==> config.mk <==
export PLATFORM = sky130hd
export DESIGN_NAME = axil_req_arbiter
export DESIGN_NICKNAME = d
export VERILOG_FILES = /design/src/rtl/axil_req_arbiter.sv
export SDC_FILE = /design/constraint.sdc
export NUM_CORES = 1
export LEC_CHECK = 0
export CORE_MARGIN = 2
export CORE_UTILIZATION = 30
export DETAILED_ROUTE_END_ITERATION = 8
export GPL_TIMING_DRIVEN = 0
export PLACE_DENSITY = 0.69
export SLEW_MARGIN = 20
export SYNTH_ARGS = -nofsm -noshare
export SYNTH_HDL_FRONTEND = slang
export SYNTH_SLANG_ARGS = --single-unit
==> constraint.sdc <==
create_clock -name ACLK -period 3.9 [get_ports ACLK]
set_input_delay 0.78 -clock ACLK [delete_from_list [all_inputs] [get_ports ACLK]]
set_output_delay 0.78 -clock ACLK [all_outputs]
set_load 0.05 [all_outputs]
==> src/rtl/axil_req_arbiter.sv <==
// axil_req_arbiter
//
// Shares one AXI4-Lite master port among NUM_REQ local requesters. Only one
// transaction is outstanding at a time. The arbiter accepts a single command,
// runs the AW/W/B or AR/R handshakes for it, and then returns a one-cycle
// response pulse to the requester that issued it.
//
// Arbitration is round-robin by default. The search starts one past the last
// granted requester. Defining AXIL_ARB_FIXED_PRIO_EN switches to fixed
// priority, where the lowest-index valid requester always wins.
//
// Ports
//   ACLK, ARESET        clock; asynchronous active-high reset
//   req_valid/ready     per-requester command handshake (ready is one-hot)
//   req_write           1 = write, 0 = read
//   req_addr/wdata      packed 32-bit fields, requester i at [32i+31:32i]
//   req_wstrb/prot      packed 4-bit / 3-bit fields
//   rsp_valid           one-hot, one-cycle completion pulse to the owner
//   rsp_rdata/resp      read data (0 for writes) and BRESP/RRESP
//   AW*/W*/B*/AR*/R*    AXI4-Lite master port
module axil_req_arbiter #(
  parameter int unsigned NUM_REQ = 2
) (
  input  logic                   ACLK,
  input  logic                   ARESET,
  // Requester side
  input  logic [NUM_REQ-1:0]     req_valid,
  output logic [NUM_REQ-1:0]     req_ready,
  input  logic [NUM_REQ-1:0]     req_write,
  input  logic [NUM_REQ*32-1:0]  req_addr,
  input  logic [NUM_REQ*32-1:0]  req_wdata,
  input  logic [NUM_REQ*4-1:0]   req_wstrb,
  input  logic [NUM_REQ*3-1:0]   req_prot,
  output logic [NUM_REQ-1:0]     rsp_valid,
  output logic [31:0]            rsp_rdata,
  output logic [1:0]             rsp_resp,
  // AXI4-Lite master port
  output logic [31:0]            AWADDR,
  output logic [2:0]             AWPROT,
  output logic                   AWVALID,
  input  logic                   AWREADY,
  output logic [31:0]            WDATA,
  output logic [3:0]             WSTRB,
  output logic                   WVALID,
  input  logic                   WREADY,
  input  logic                   BVALID,
  input  logic [1:0]             BRESP,
  output logic                   BREADY,
  output logic [31:0]            ARADDR,
  output logic [2:0]             ARPROT,
  output logic                   ARVALID,
  input  logic                   ARREADY,
  input  logic                   RVALID,
  input  logic [31:0]            RDATA,
  input  logic [1:0]             RRESP,
  output logic                   RREADY
);

  localparam int unsigned IdxW = (NUM_REQ > 1) ? $clog2(NUM_REQ) : 1;

  typedef enum logic [2:0] {
    StIdle,
    StWrAddr,
    StWrResp,
    StRdAddr,
    StRdData,
    StRsp
  } state_e;

  state_e          state_q, state_d;
  logic [IdxW-1:0] owner_q, owner_d;
  logic [31:0]     addr_q, addr_d;
  logic [31:0]     wdata_q, wdata_d;
  logic [3:0]      wstrb_q, wstrb_d;
  logic [2:0]      prot_q, prot_d;
  logic            aw_done_q, aw_done_d;
  logic            w_done_q, w_done_d;
  logic [31:0]     rdata_q, rdata_d;
  logic [1:0]      resp_q, resp_d;

  // Winner of the current arbitration round
  logic [IdxW-1:0] winner;
  logic            any_valid;

`ifdef AXIL_ARB_FIXED_PRIO_EN
  // Fixed priority: scan downwards so the lowest valid index is written last.
  always_comb begin
    winner    = '0;
    any_valid = 1'b0;
    for (int i = int'(NUM_REQ) - 1; i >= 0; i--) begin
      if (req_valid[i]) begin
        winner    = i[IdxW-1:0];
        any_valid = 1'b1;
      end
    end
  end
`else
  logic [IdxW-1:0] last_grant_q, last_grant_d;

  // Round-robin: search from last_grant+1 upwards, wrapping modulo NUM_REQ.
  always_comb begin
    int unsigned idx;
    idx       = 0;
    winner    = '0;
    any_valid = 1'b0;
    for (int unsigned k = 1; k <= NUM_REQ; k++) begin
      idx = (32'(last_grant_q) + k) % NUM_REQ;
      if (!any_valid && req_valid[idx[IdxW-1:0]]) begin
        winner    = idx[IdxW-1:0];
        any_valid = 1'b1;
      end
    end
  end

  always_comb begin
    last_grant_d = last_grant_q;
    if (state_q == StIdle && any_valid) begin
      last_grant_d = winner;
    end
  end

  always_ff @(posedge ACLK or posedge ARESET) begin
    if (ARESET) begin
      last_grant_q <= IdxW'(NUM_REQ - 1);
    end else begin
      last_grant_q <= last_grant_d;
    end
  end
`endif

  // Fields of the winning requester
  logic        sel_write;
  logic [31:0] sel_addr;
  logic [31:0] sel_wdata;
  logic [3:0]  sel_wstrb;
  logic [2:0]  sel_prot;

  always_comb begin
    sel_write = 1'b0;
    sel_addr  = '0;
    sel_wdata = '0;
    sel_wstrb = '0;
    sel_prot  = '0;
    for (int unsigned i = 0; i < NUM_REQ; i++) begin
      if (winner == i[IdxW-1:0]) begin
        sel_write = req_write[i];
        sel_addr  = req_addr[i*32 +: 32];
        sel_wdata = req_wdata[i*32 +: 32];
        sel_wstrb = req_wstrb[i*4 +: 4];
        sel_prot  = req_prot[i*3 +: 3];
      end
    end
  end

  // Next-state logic
  always_comb begin
    state_d   = state_q;
    owner_d   = owner_q;
    addr_d    = addr_q;
    wdata_d   = wdata_q;
    wstrb_d   = wstrb_q;
    prot_d    = prot_q;
    aw_done_d = aw_done_q;
    w_done_d  = w_done_q;
    rdata_d   = rdata_q;
    resp_d    = resp_q;

    unique case (state_q)
      StIdle: begin
        if (any_valid) begin
          owner_d   = winner;
          addr_d    = sel_addr;
          wdata_d   = sel_wdata;
          wstrb_d   = sel_wstrb;
          prot_d    = sel_prot;
          aw_done_d = 1'b0;
          w_done_d  = 1'b0;
          state_d   = sel_write ? StWrAddr : StRdAddr;
        end
      end
      StWrAddr: begin
        // AW and W complete independently; leave once both have handshaken.
        if (AWREADY) aw_done_d = 1'b1;
        if (WREADY)  w_done_d  = 1'b1;
        if (aw_done_d && w_done_d) begin
          state_d = StWrResp;
        end
      end
      StWrResp: begin
        if (BVALID) begin
          resp_d  = BRESP;
          rdata_d = '0;
          state_d = StRsp;
        end
      end
      StRdAddr: begin
        if (ARREADY) state_d = StRdData;
      end
      StRdData: begin
        if (RVALID) begin
          rdata_d = RDATA;
          resp_d  = RRESP;
          state_d = StRsp;
        end
      end
      StRsp: begin
        state_d = StIdle;
      end
      default: begin
        state_d = StIdle;
      end
    endcase
  end

  always_ff @(posedge ACLK or posedge ARESET) begin
    if (ARESET) begin
      state_q   <= StIdle;
      owner_q   <= '0;
      addr_q    <= '0;
      wdata_q   <= '0;
      wstrb_q   <= '0;
      prot_q    <= '0;
      aw_done_q <= 1'b0;
      w_done_q  <= 1'b0;
      rdata_q   <= '0;
      resp_q    <= '0;
    end else begin
      state_q   <= state_d;
      owner_q   <= owner_d;
      addr_q    <= addr_d;
      wdata_q   <= wdata_d;
      wstrb_q   <= wstrb_d;
      prot_q    <= prot_d;
      aw_done_q <= aw_done_d;
      w_done_q  <= w_done_d;
      rdata_q   <= rdata_d;
      resp_q    <= resp_d;
    end
  end

  // Outputs are decoded from registered state. An asynchronous reset returns
  // the state to StIdle, so every VALID/READY drops at once.
  always_comb begin
    req_ready = '0;
    rsp_valid = '0;
    for (int unsigned i = 0; i < NUM_REQ; i++) begin
      // req_ready is also gated by ARESET so no accept is shown during reset.
      req_ready[i] = (state_q == StIdle) && !ARESET && any_valid &&
                     (winner == i[IdxW-1:0]);
      rsp_valid[i] = (state_q == StRsp) && (owner_q == i[IdxW-1:0]);
    end
  end

  assign rsp_rdata = (state_q == StRsp) ? rdata_q : '0;
  assign rsp_resp  = (state_q == StRsp) ? resp_q : '0;

  assign AWADDR  = addr_q;
  assign AWPROT  = prot_q;
  assign AWVALID = (state_q == StWrAddr) && !aw_done_q;
  assign WDATA   = wdata_q;
  assign WSTRB   = wstrb_q;
  assign WVALID  = (state_q == StWrAddr) && !w_done_q;
  assign BREADY  = (state_q == StWrResp);
  assign ARADDR  = addr_q;
  assign ARPROT  = prot_q;
  assign ARVALID = (state_q == StRdAddr);
  assign RREADY  = (state_q == StRdData);

endmodule

==> impl_metrics.json <==
{
  "start_kind": "input pin",
  "cp-end-kind": "output port",
  "slew_viol_final": 0,
  "cts_tree": "done",
  "postCtsHoldBufs": 0,
  "grt_max_degree": 59,
  "core_area_um2": 18770,
  "p_total_mw": 8.581,
  "grt_overflow_total": 0,
  "die_x_um": 142.7,
  "maxClockFrequency_mhz": 268.1,
  "dp_hpwl_um": 15320,
  "synth_cell_types": 30,
  "finalHoldWorstSlack_ns": 0.4805,
  "clock_path_buffers": 2,
  "final_nets": 1058,
  "required_ns": 3.12,
  "antenna_found_initial": 0,
  "yosysSeqAreaShare_pct": 48.56,
  "setup_ws_ns": 0.1701,
  "cts_root_buf": "clkbuf_16",
  "syn-instance-count": 520,
  "cts_sinks": 112,
  "synth-main-ff-cell": "dfrtp_1",
  "maxCapViolations": 0,
  "drc": 0,
  "power.density_nw_per_um2": 878.1,
  "insertion_delay_ns": 0.35,
  "syn_to_final_growth_pct": 69.25,
  "gr-usage-all-layers_pct": 18.69,
  "io_pins": 338,
  "rsz0062_at_grt": "false",
  "drive_gt1_share_pct": 17.80,
  "start_util_pct": 30.77,
  "clk_pin_slew_worst_paths_ns": 0.07,
  "fin_crit_sh_pct": 95.64,
  "syn_nets": 709,
  "critPathMaxFanout": 10,
  "synth.cell_area_um2": 5774,
  "routed_wl_um": 19550,
  "path_class": "input pin to output port",
  "cts_buffers": 9,
  "outcome": "complete, no violations",
  "die_area_um2": 20370,
  "leakagePower_nw": 4.104,
  "relSlewSlack_pct": 60.12,
  "num_vias": 5024,
  "avgSynthCellArea_um2": 11.10,
  "grt_pass1_wl_um": 28960,
  "yosys_warnings": 0,
  "synth_seq_cells": 112,
  "hold_viol_final": 0,
  "port_buffers": 337,
  "post-synth-top-count-cell": "dfrtp_1",
  "setup_viol": 0,
  "synth_area_leaders": "dfrtp_1 (48%), mux2i_1 (13%), a21oi_2 (10%)",
  "vias_per_cell": 4.547,
  "hp-class": "flop to flop",
  "synth_common_cells": "dfrtp_1 (111), nor2_1 (79), mux2i_1 (74)",
  "ir_drop_uv": 487.3,
  "final_util_pct": 52.07,
  "ant_nets": 0,
  "skew_ns": 0.006971,
  "yosys.area.top_type": "dfrtp_1",
  "first_iter_violations": 180,
  "first_pass_iters": 4,
  "wire_per_inst_um": 17.69,
  "ys_async_sr_fraction_pct": 100.0,
  "die_y_um": 142.7,
  "fp-row-count": 50,
  "gp_congestion": 0.7721,
  "diodes": 0,
  "worstMarginPinSlew_ns": 0.5964,
  "synth_top_area_share_pct": 48.10,
  "crit_arrival_ns": 2.95,
  "post-place-ws_ns": 0.07208,
  "h-tree-depth": 3,
  "grt_pass1_vias": 5054,
  "fin_crit_ns": 3.730,
  "synth_edf_count": 0
}
==> critical path, cell delays in order <==
cell             delay [ns]
clkdlybuf4s50_1        0.49
a21boi_2               0.18
buf_4                  0.22
buf_4                  0.24
nand2_1                0.09
nor2_1                 0.10
clkdlybuf4s50_1        0.83
==> metrics by stage <==
stage / instance area, µm² / setup TNS (ns) / std cells
2_1_floorplan: 5774 / 0 / 520
3_3_place_gp: 9440 / -198.57 / 1091
3_5_place_dp: 9473 / 0 / 1092
4_1_cts: 9771 / 0 / 1105
5_1_grt: 9773 / 0 / 1105
6_report: 9773 / 0 / 1105
==> layer usage <==
metal,global-route usage [%],part of all wire [%],vias up
met2,32.62,51,168
met3,3.890,4.9,23
li1,-,-,2445
met5,0,0,-
met1,23.10,42,2388
met4,5.993,1.9,0
==> cell usage in the layout (no fill, tap or decap), types with 5 or more instances in the layout <==
cell type,instances
nor2_1,79
clkbuf_16,9
buf_2,7
a21oi_2,66
dfrtp_1,111
mux2i_1,74
nand2_1,6
a22o_1,32
buf_4,48
clkdlybuf4s50_1,336
and2_1,36
a21oi_1,11
buf_6,12
o21ai_0,5
inv_1,5
==> cells by family (layout without fill, tap and decap cells) <==
group	after synthesis	after routing	share of synthesized area (%)
AND/OR/NAND/NOR	133	133	11.14
AO/OA/AOI/OAI	122	122	17.31
buffers and inverters	79	430	10.16
flip-flops	112	112	48.56
multiplexers	74	74	12.83
==> registers in the layout (all words and copies together), names as in the netlist, 2 cells and up <==
signal,cells
ARPROT,3
WSTRB,4
rdata_q,32
resp_q,2
WDATA,32
state_q,3
ARADDR,32
==> final cells by class <==
type	count	area, µm²
Fill cell	1752	8995
Timing Repair Buffer	338	3403
Sequential cell	112	2804
Multi-Input combinational cell	329	2384
Buffer	73	564.3
Tap cell	234	292.8
Clock buffer	9	225.2
Clock inverter	4	72.57
Inverter	6	27.53
==> final timing paths <==
kind,start,depth (start not counted),to,slack [ns]
max,req_valid[1],7,req_ready[1],0.17
min,resp_q[1],2,resp_q[1],0.48
max reg2reg,state_q[0],5,WDATA[0],2.13
min reg2reg,resp_q[1],2,resp_q[1],0.48
max in group asynchronous,ARESET,3,last_grant_q,2.29
min in group asynchronous,ARESET,2,aw_done_q,0.90
==> timing repair <==
item / CTS / global route
hold endpoints to repair: 0 / 0
resized for setup: 0 / 1
setup endpoints to repair: 0 / 1
setup buffers: 0 / 0
==> where the power goes <==
part / internal [mW] / switching (mW) / total [mW]
clock: 0.552 / 0.414 / 0.966
sequential: 1.74 / 0.378 / 2.11
combinational: 2.08 / 3.42 / 5.50
(Power assumes the default switching activity.)
